`config.mk`:
```
export PLATFORM = sky130hd
export DESIGN_NAME = lsu_subword_ctrl
export DESIGN_NICKNAME = d
export VERILOG_FILES = /design/src/rtl/lsu_subword_ctrl.sv
export SDC_FILE = /design/constraint.sdc
export NUM_CORES = 1
export LEC_CHECK = 0
export BUFFER_PORTS_ARGS = -buffer_cell sky130_fd_sc_hd__buf_2
export CORE_ASPECT_RATIO = 0.8
export CORE_MARGIN = 4
export CORE_UTILIZATION = 46
export DETAILED_ROUTE_END_ITERATION = 10
export GPL_ROUTABILITY_DRIVEN = 0
export PLACE_DENSITY = 0.8
export SLEW_MARGIN = 25
export SYNTH_ARGS = -nofsm -noshare
export SYNTH_HDL_FRONTEND = slang
export SYNTH_SLANG_ARGS = --single-unit
```
`constraint.sdc`:
```
create_clock -name clk -period 1.6 [get_ports clk]
set_input_delay 0.24 -clock clk [delete_from_list [all_inputs] [get_ports clk]]
set_output_delay 0.24 -clock clk [all_outputs]
set_load 0.1 [all_outputs]
```
`src/rtl/lsu_subword_ctrl.sv`:
```
// Load/store unit turning byte/half/word CPU accesses into whole-word
// DMEM cycles, with read-modify-write for sub-word stores.
module lsu_subword_ctrl #(
   parameter int ADDR_W = 32,
   parameter int DATA_W = 32
) (
   input  logic              clk,
   input  logic              rst_n,
   input  logic              req,
   input  logic              we,
   input  logic [1:0]        size,
   input  logic              sign_ext,
   input  logic [ADDR_W-1:0] addr,
   input  logic [DATA_W-1:0] wdata,
   output logic [DATA_W-1:0] rdata,
   output logic              done,
   output logic              err,
   output logic              busy,
   output logic              dm_cs,
   output logic              dm_r,
   output logic              dm_w,
   output logic [ADDR_W-1:0] dm_addr,
   output logic [DATA_W-1:0] dm_wdata,
   input  logic [DATA_W-1:0] dm_rdata
);

   typedef enum logic [1:0] {
      S_IDLE = 2'd0,
      S_RD   = 2'd1,
      S_WR   = 2'd2,
      S_RESP = 2'd3
   } state_t;

   state_t            r_state;
   state_t            w_next;
   logic [ADDR_W-1:0] r_addr;
   logic              r_we;
   logic [1:0]        r_size;
   logic              r_sext;
   logic [DATA_W-1:0] r_wdata;
   logic              r_err;
   logic [DATA_W-1:0] r_word;

   logic              w_acc;
   logic              w_mis;
   logic [4:0]        w_shamt;
   logic [DATA_W-1:0] w_shw;
   logic [7:0]        w_byte;
   logic [15:0]       w_half;
   logic [DATA_W-1:0] w_ld;
   logic [DATA_W-1:0] w_mask;
   logic [DATA_W-1:0] w_rep;
   logic [DATA_W-1:0] w_merge;

   assign w_acc = (r_state == S_IDLE) && req;
   assign w_mis = (size == 2'b11)
                | ((size == 2'b01) && addr[0])
                | ((size == 2'b10) && (addr[1:0] != 2'b00));

   always_ff @(posedge clk) begin
      if (!rst_n) begin
         r_state <= S_IDLE;
         r_addr  <= '0;
         r_we    <= 1'b0;
         r_size  <= 2'b00;
         r_sext  <= 1'b0;
         r_wdata <= '0;
         r_err   <= 1'b0;
         r_word  <= '0;
      end else begin
         r_state <= w_next;
         if (w_acc) begin
            r_addr  <= addr;
            r_we    <= we;
            r_size  <= size;
            r_sext  <= sign_ext;
            r_wdata <= wdata;
            r_err   <= w_mis;
         end
         if (r_state == S_RD) r_word <= dm_rdata;
      end
   end

   always_comb begin
      w_next = r_state;
      unique case (r_state)
         S_IDLE: begin
            if (req) begin
               if (w_mis)                      w_next = S_RESP;
               else if (!we || size != 2'b10)  w_next = S_RD;
               else                            w_next = S_WR;
            end
         end
         S_RD:   w_next = r_we ? S_WR : S_RESP;
         S_WR:   w_next = S_RESP;
         S_RESP: w_next = S_IDLE;
         default: w_next = S_IDLE;
      endcase
   end

   // little-endian lane selection from the latched address
   assign w_shamt = {r_addr[1:0], 3'b000};
   assign w_shw   = r_word >> w_shamt;
   assign w_byte  = w_shw[7:0];
   assign w_half  = r_addr[1] ? r_word[31:16] : r_word[15:0];

   always_comb begin
      w_ld   = r_word;
      w_mask = '1;
      w_rep  = r_wdata;
      unique case (r_size)
         2'b00: begin
            w_ld   = {{24{r_sext & w_byte[7]}}, w_byte};
            w_mask = 32'h0000_00FF << w_shamt;
            w_rep  = {4{r_wdata[7:0]}};
         end
         2'b01: begin
            w_ld   = {{16{r_sext & w_half[15]}}, w_half};
            w_mask = r_addr[1] ? 32'hFFFF_0000 : 32'h0000_FFFF;
            w_rep  = {2{r_wdata[15:0]}};
         end
         default: begin
            w_ld   = r_word;
            w_mask = '1;
            w_rep  = r_wdata;
         end
      endcase
   end

   assign w_merge = (r_word & ~w_mask) | (w_rep & w_mask);

   always_comb begin
      rdata    = '0;
      done     = 1'b0;
      err      = 1'b0;
      busy     = (r_state != S_IDLE);
      dm_cs    = 1'b0;
      dm_r     = 1'b0;
      dm_w     = 1'b0;
      dm_wdata = '0;
      unique case (r_state)
         S_RD: begin
            dm_cs = 1'b1;
            dm_r  = 1'b1;
         end
         S_WR: begin
            dm_cs    = 1'b1;
            dm_w     = 1'b1;
            dm_wdata = w_merge;
         end
         S_RESP: begin
            done = 1'b1;
            err  = r_err;
            if (!r_we && !r_err) rdata = w_ld;
         end
         default: ;
      endcase
   end

   assign dm_addr = {r_addr[ADDR_W-1:2], 2'b00};

endmodule

```
==> results of run 1 <==
## through the flow
step / setup WS [ps] / hold WS (ps) / instances
3_5_place_dp: -342 / 452 / 1099
3_3_place_gp: -326 / 446 / 1099
2_1_floorplan: -1080 / 377 / 724
4_1_cts: -699 / 116 / 1176
## cell families after synthesis
| group | after synthesis | share of synthesized area [%] |
|---|---|---|
| flops | 103 | 35.6 |
| fa+ha+maj | 5 | 1.08 |
| compound gates | 169 | 21.7 |
| buf+inv | 96 | 9.63 |
| mux | 56 | 9.68 |
| other cells | 1 | 0.0647 |
| simple gates | 293 | 22.2 |
## synthesized netlist by cell type (2+ instances only)
| cell | n |
|---|---|
| nand3_1 | 16 |
| inv_1 | 8 |
| o22ai_1 | 9 |
| or3_1 | 2 |
| buf_1 | 4 |
| a21boi_0 | 69 |
| buf_4 | 34 |
| a31oi_1 | 7 |
| o21ai_0 | 18 |
| nor2_1 | 12 |
| a21oi_1 | 15 |
| o22a_1 | 8 |
| nand2_1 | 207 |
| nor2b_1 | 45 |
| ha_1 | 5 |
| dfxtp_1 | 103 |
| o211a_1 | 16 |
| a211o_1 | 7 |
| mux2i_1 | 56 |
| o31ai_1 | 8 |
| clkbuf_1 | 29 |
| o21ai_2 | 2 |
| buf_2 | 14 |
| and2_1 | 3 |
| buf_6 | 7 |
## per-layer routing
layer,GRT usage (%),GRT overflow
met5,17.7,0
met4,74.5,31
met3,50.5,0
met2,91.0,29
met1,69.5,0
## repair_timing
action,in CTS
buffers inserted,44
resized for setup,209
pin swaps,60
hold buffers,0
gates cloned,18
setup endpoints to repair,117
==> flow_metrics.env, run 1 <==
export IMPL_status="aborted with a tool error"
export IMPL_lastStage="global routing (5_1_grt)"
export IMPL_firstError="[ERROR GRT-0232] Routing congestion too high. Check the congestion heatmap in the GUI."
export IMPL_yosys_register_bits=103
export IMPL_syn_area_sq_um=5790
export IMPL_worstEpCategory="top-level output"
export IMPL_grt_max_degree=60
export IMPL_async_reset_ff_share_pct=0
export IMPL_synthTopCellsByArea="dfxtp_1 (36%), nand2_1 (13%), mux2i_1 (9.7%)"
export IMPL_dp_hpwl_microns=15800
export IMPL_cts_sinks=103
export IMPL_initial_core_util_pct=47.3
export IMPL_ctsHtreeMaxLevel=3
export IMPL_clockRootBuffer="clkbuf_16"
export IMPL_dieHeight_microns=108
export IMPL_synth_warnings=0
export IMPL_synth_edf_count=0
export IMPL_cts_made_buffers=9
export IMPL_yosysSeqAreaShare_pct=35.6
export IMPL_synth_area_per_cell_sq_um=8.01
export IMPL_placed_area_sq_um=9230
export IMPL_ios=205
export IMPL_track_usage_pct=70.5
export IMPL_synth_cells=723
export IMPL_port_buffers=202
export IMPL_rows=36
export IMPL_yosysTopAreaCell="dfxtp_1"
export IMPL_antenna_found_initial=6
export IMPL_yosysTopAreaCellShare_pct=35.6
export IMPL_clockBufferDepth=2
export IMPL_die_x_microns=133
export IMPL_worstEndpointGrtRepair="rdata[30]"
export IMPL_grt_ovfl_total=60
export IMPL_synthDistinctLibCells=44
export IMPL_synth_top_flop_cell="dfxtp_1"
==> inputs of run 2 (changes only) <==
CORE_ASPECT_RATIO = default   (was 0.8)
CORE_UTILIZATION = 40   (was 46)
PLACE_DENSITY = default   (was 0.8)
PLACE_DENSITY_LB_ADDON = 0.15   (was default)
clock period = 2.1 ns   (was 1.6 ns; I/O delays follow)
==> run 2 against run 1 <==
Against the previous run:
- the flow now finishes, with violations (setup timing)
- synthesized cell count is the same
- synthesized area unchanged
==> flow_metrics.env, run 2 <==
export IMPL_status="finished, violations left"
export IMPL_violations="setup timing"
export IMPL_mostFrequentLayoutCells="nand2_1 (150), buf_2 (135), dfxtp_1 (94)"
export IMPL_drt_pass1_iterations=4
export IMPL_synthDistinctLibCells=44
export IMPL_cts_tree="yes"
export IMPL_diodes=0
export IMPL_drive_gt1_share_pct=49.5
export IMPL_ctsHtreeMaxLevel=3
export IMPL_ios=205
export IMPL_dp_hpwl_microns=15500
export IMPL_cts_made_buffers=9
export IMPL_pwr_density_cell_nw_per_um2=1160
export IMPL_rows=43
export IMPL_antenna_found_initial=0
export IMPL_period_needed_ps=2340
export IMPL_critPathCaptureType="output port"
export IMPL_drv_slew=0
export IMPL_clockRootBuffer="clkbuf_16"
export IMPL_synth_warnings=0
export IMPL_finalNetCount=1028
export IMPL_p_total_mw=11.6
export IMPL_cell_internal_pwr_mw=5.77
export IMPL_fin_hold_ws_ps=201
export IMPL_pre_cts_slack_ps=16.8
export IMPL_wirelength_microns=22500
export IMPL_yosysTopAreaCellShare_pct=35.6
export IMPL_worst_endpoint_required_ps=1780
export IMPL_vias=5999
export IMPL_clock_latency_ps=360
export IMPL_min_path_type="in2reg"
export IMPL_grt_busiest_layer="met2"
export IMPL_syn_area_sq_um=5790
export IMPL_postCtsHoldBufs=0
export IMPL_drtIter0Drc=470
export IMPL_grt_util_met2_pct=43.1
export IMPL_die_area_sq_um=16500
export IMPL_yosysTopAreaCell="dfxtp_1"
export IMPL_die_x_microns=128
export IMPL_async_reset_ff_share_pct=0
export IMPL_top_regs="r_addr x32, r_wdata x32, r_word x32"
export IMPL_area_delta_synth_final_pct=72.8
export IMPL_dieHeight_microns=128
export IMPL_final_common_cell="nand2_1"
export IMPL_synth_commonest_cells="nand2_1 (207), dfxtp_1 (103), a21boi_0 (69)"
export IMPL_p_clk_share_pct=14.2
export IMPL_worstPathArrival_ps=2020
export IMPL_track_usage_pct=25.5
export IMPL_grt_pass1_vias=5965
export IMPL_synth_cells=723
export IMPL_drc=0
export IMPL_rsz0062_at_grt="true"
export IMPL_p_leak_nw=3.85
export IMPL_cts_sinks=103
export IMPL_synth_top_flop_cell="dfxtp_1"
export IMPL_clockBufferDepth=2
export IMPL_drtAntennaViolNets=0
export IMPL_crit_fanout=10
export IMPL_placed_area_sq_um=8690
export IMPL_post_route_period_util_pct=111
export IMPL_peakVddDrop_mv=0.855
export IMPL_setup_viol=64
export IMPL_synth_area_per_cell_sq_um=8.01
export IMPL_use_met1_pct=31.2
export IMPL_startpoint_type="flop"
export IMPL_initial_core_util_pct=41.2
export IMPL_grt_ovfl_total=0
export IMPL_seqPwrFrac_pct=25.2
export IMPL_yosysSeqAreaShare_pct=35.6
export IMPL_grt_max_degree=66
export IMPL_coreArea_sq_um=14000
export IMPL_grt_first_pass_wirelength_microns=32800
export IMPL_fmaxAchievable_mhz=428
export IMPL_setup_tns_ps=-7900
export IMPL_path_clk_slew_ps=70
export IMPL_finalWorstSetupSlack_ps=-238
export IMPL_grtUsageMet3_pct=6.19
export IMPL_synth_edf_count=0
export IMPL_hold_viol=0
export IMPL_final_area_sq_um=10000
export IMPL_fin_skew_ps=8.92
export IMPL_switching_share_pct=50.4
export IMPL_path_class="reg2out"
export IMPL_synthTopCellsByArea="dfxtp_1 (36%), nand2_1 (13%), mux2i_1 (9.7%)"
export IMPL_maxCapViolCount=0
export IMPL_yosys_register_bits=103
export IMPL_viasPerCell=5.43
export IMPL_switching_power_mw=5.86
export IMPL_port_buffers=202
export IMPL_wire_per_inst_microns=20.4
export IMPL_p_comb_share_pct=60.6
export IMPL_synth_most_common_cell="nand2_1"
export IMPL_fill_cells=984
-- run 2: cell counts after synthesis --
No cell type changed its count.
-- run 2: critical path, cell delays in order, from the launching register on --
cell	delay, ps
dfxtp_4	360
ha_4	130
or3b_4	450
nor2b_4	150
o211ai_4	110
buf_12	200
nand2_8	90
buf_12	160
-- run 2: final cells by class --
type	instances	area (sq um)	area share (%)
well taps	180	225	2.25
inverters	8	32.5	0.325
multi-input cells	525	4490	44.8
flip-flops and latches	103	2080	20.8
repair buffers	273	2900	28.9
clock inverters	4	36.3	0.363
clock buffers	12	246	2.46
-- run 2: worst paths after layout --
| path | from | endpoint | slack [ps] | cells after the start |
|---|---|---|---|---|
| hold / removal | wdata[15] | r_wdata[15] | 200 | 3 |
| setup reg to reg | r_state[0] | r_sext | 330 | 8 |
| setup / recovery | r_state[1] | rdata[26] | -240 | 7 |
| hold reg to reg | r_addr[9] | r_addr[9] | 460 | 2 |
-- run 2: routing by layer --
| layer | share of wire [%] | vias up |
|---|---|---|
| li1 | - | 2815 |
| met5 | 0 | - |
| met3 | 7.7 | 67 |
| met1 | 39 | 2840 |
| met2 | 49 | 277 |
| met4 | 4.5 | 0 |
-- run 2: cell families after synthesis --
| logic type | synth area share, % |
|---|---|
| compound gates | 21.7 |
| fa+ha+maj | 1.08 |
| buf+inv | 9.63 |
| flops | 35.6 |
| mux | 9.68 |
| other cells | 0.0647 |
| simple gates | 22.2 |
-- run 2: metrics by stage --
step	util (%)	instances
finish	71.3	1105
global route	71.3	1105
CTS	68.3	1095
detailed placement	61.9	1059
global placement	61.9	1059
floorplan	-	724
-- run 2: power groups by stage --
| stage | clock network, mW | registers [mW] | logic, mW |
|---|---|---|---|
| global route | 1.76 | 2.96 | 7.37 |
| CTS | 1.70 | 2.84 | 6.63 |
| detailed placement | 0 | 2.85 | 6.00 |
| finish | 1.65 | 2.93 | 7.05 |
| floorplan | 0 | 2.67 | 4.64 |
| global placement | 0 | 2.83 | 5.89 |
-- run 2: repair_timing --
| item | CTS | global route |
|---|---|---|
| cloned | 4 | 3 |
| setup endpoints to repair | 64 | 65 |
| pin swaps | 16 | 36 |
| resized for setup | 89 | 82 |
| endpoints found under the hold margin | 0 | 0 |
| setup buffers | 16 | 11 |
Power figures use the tool's default switching activity.
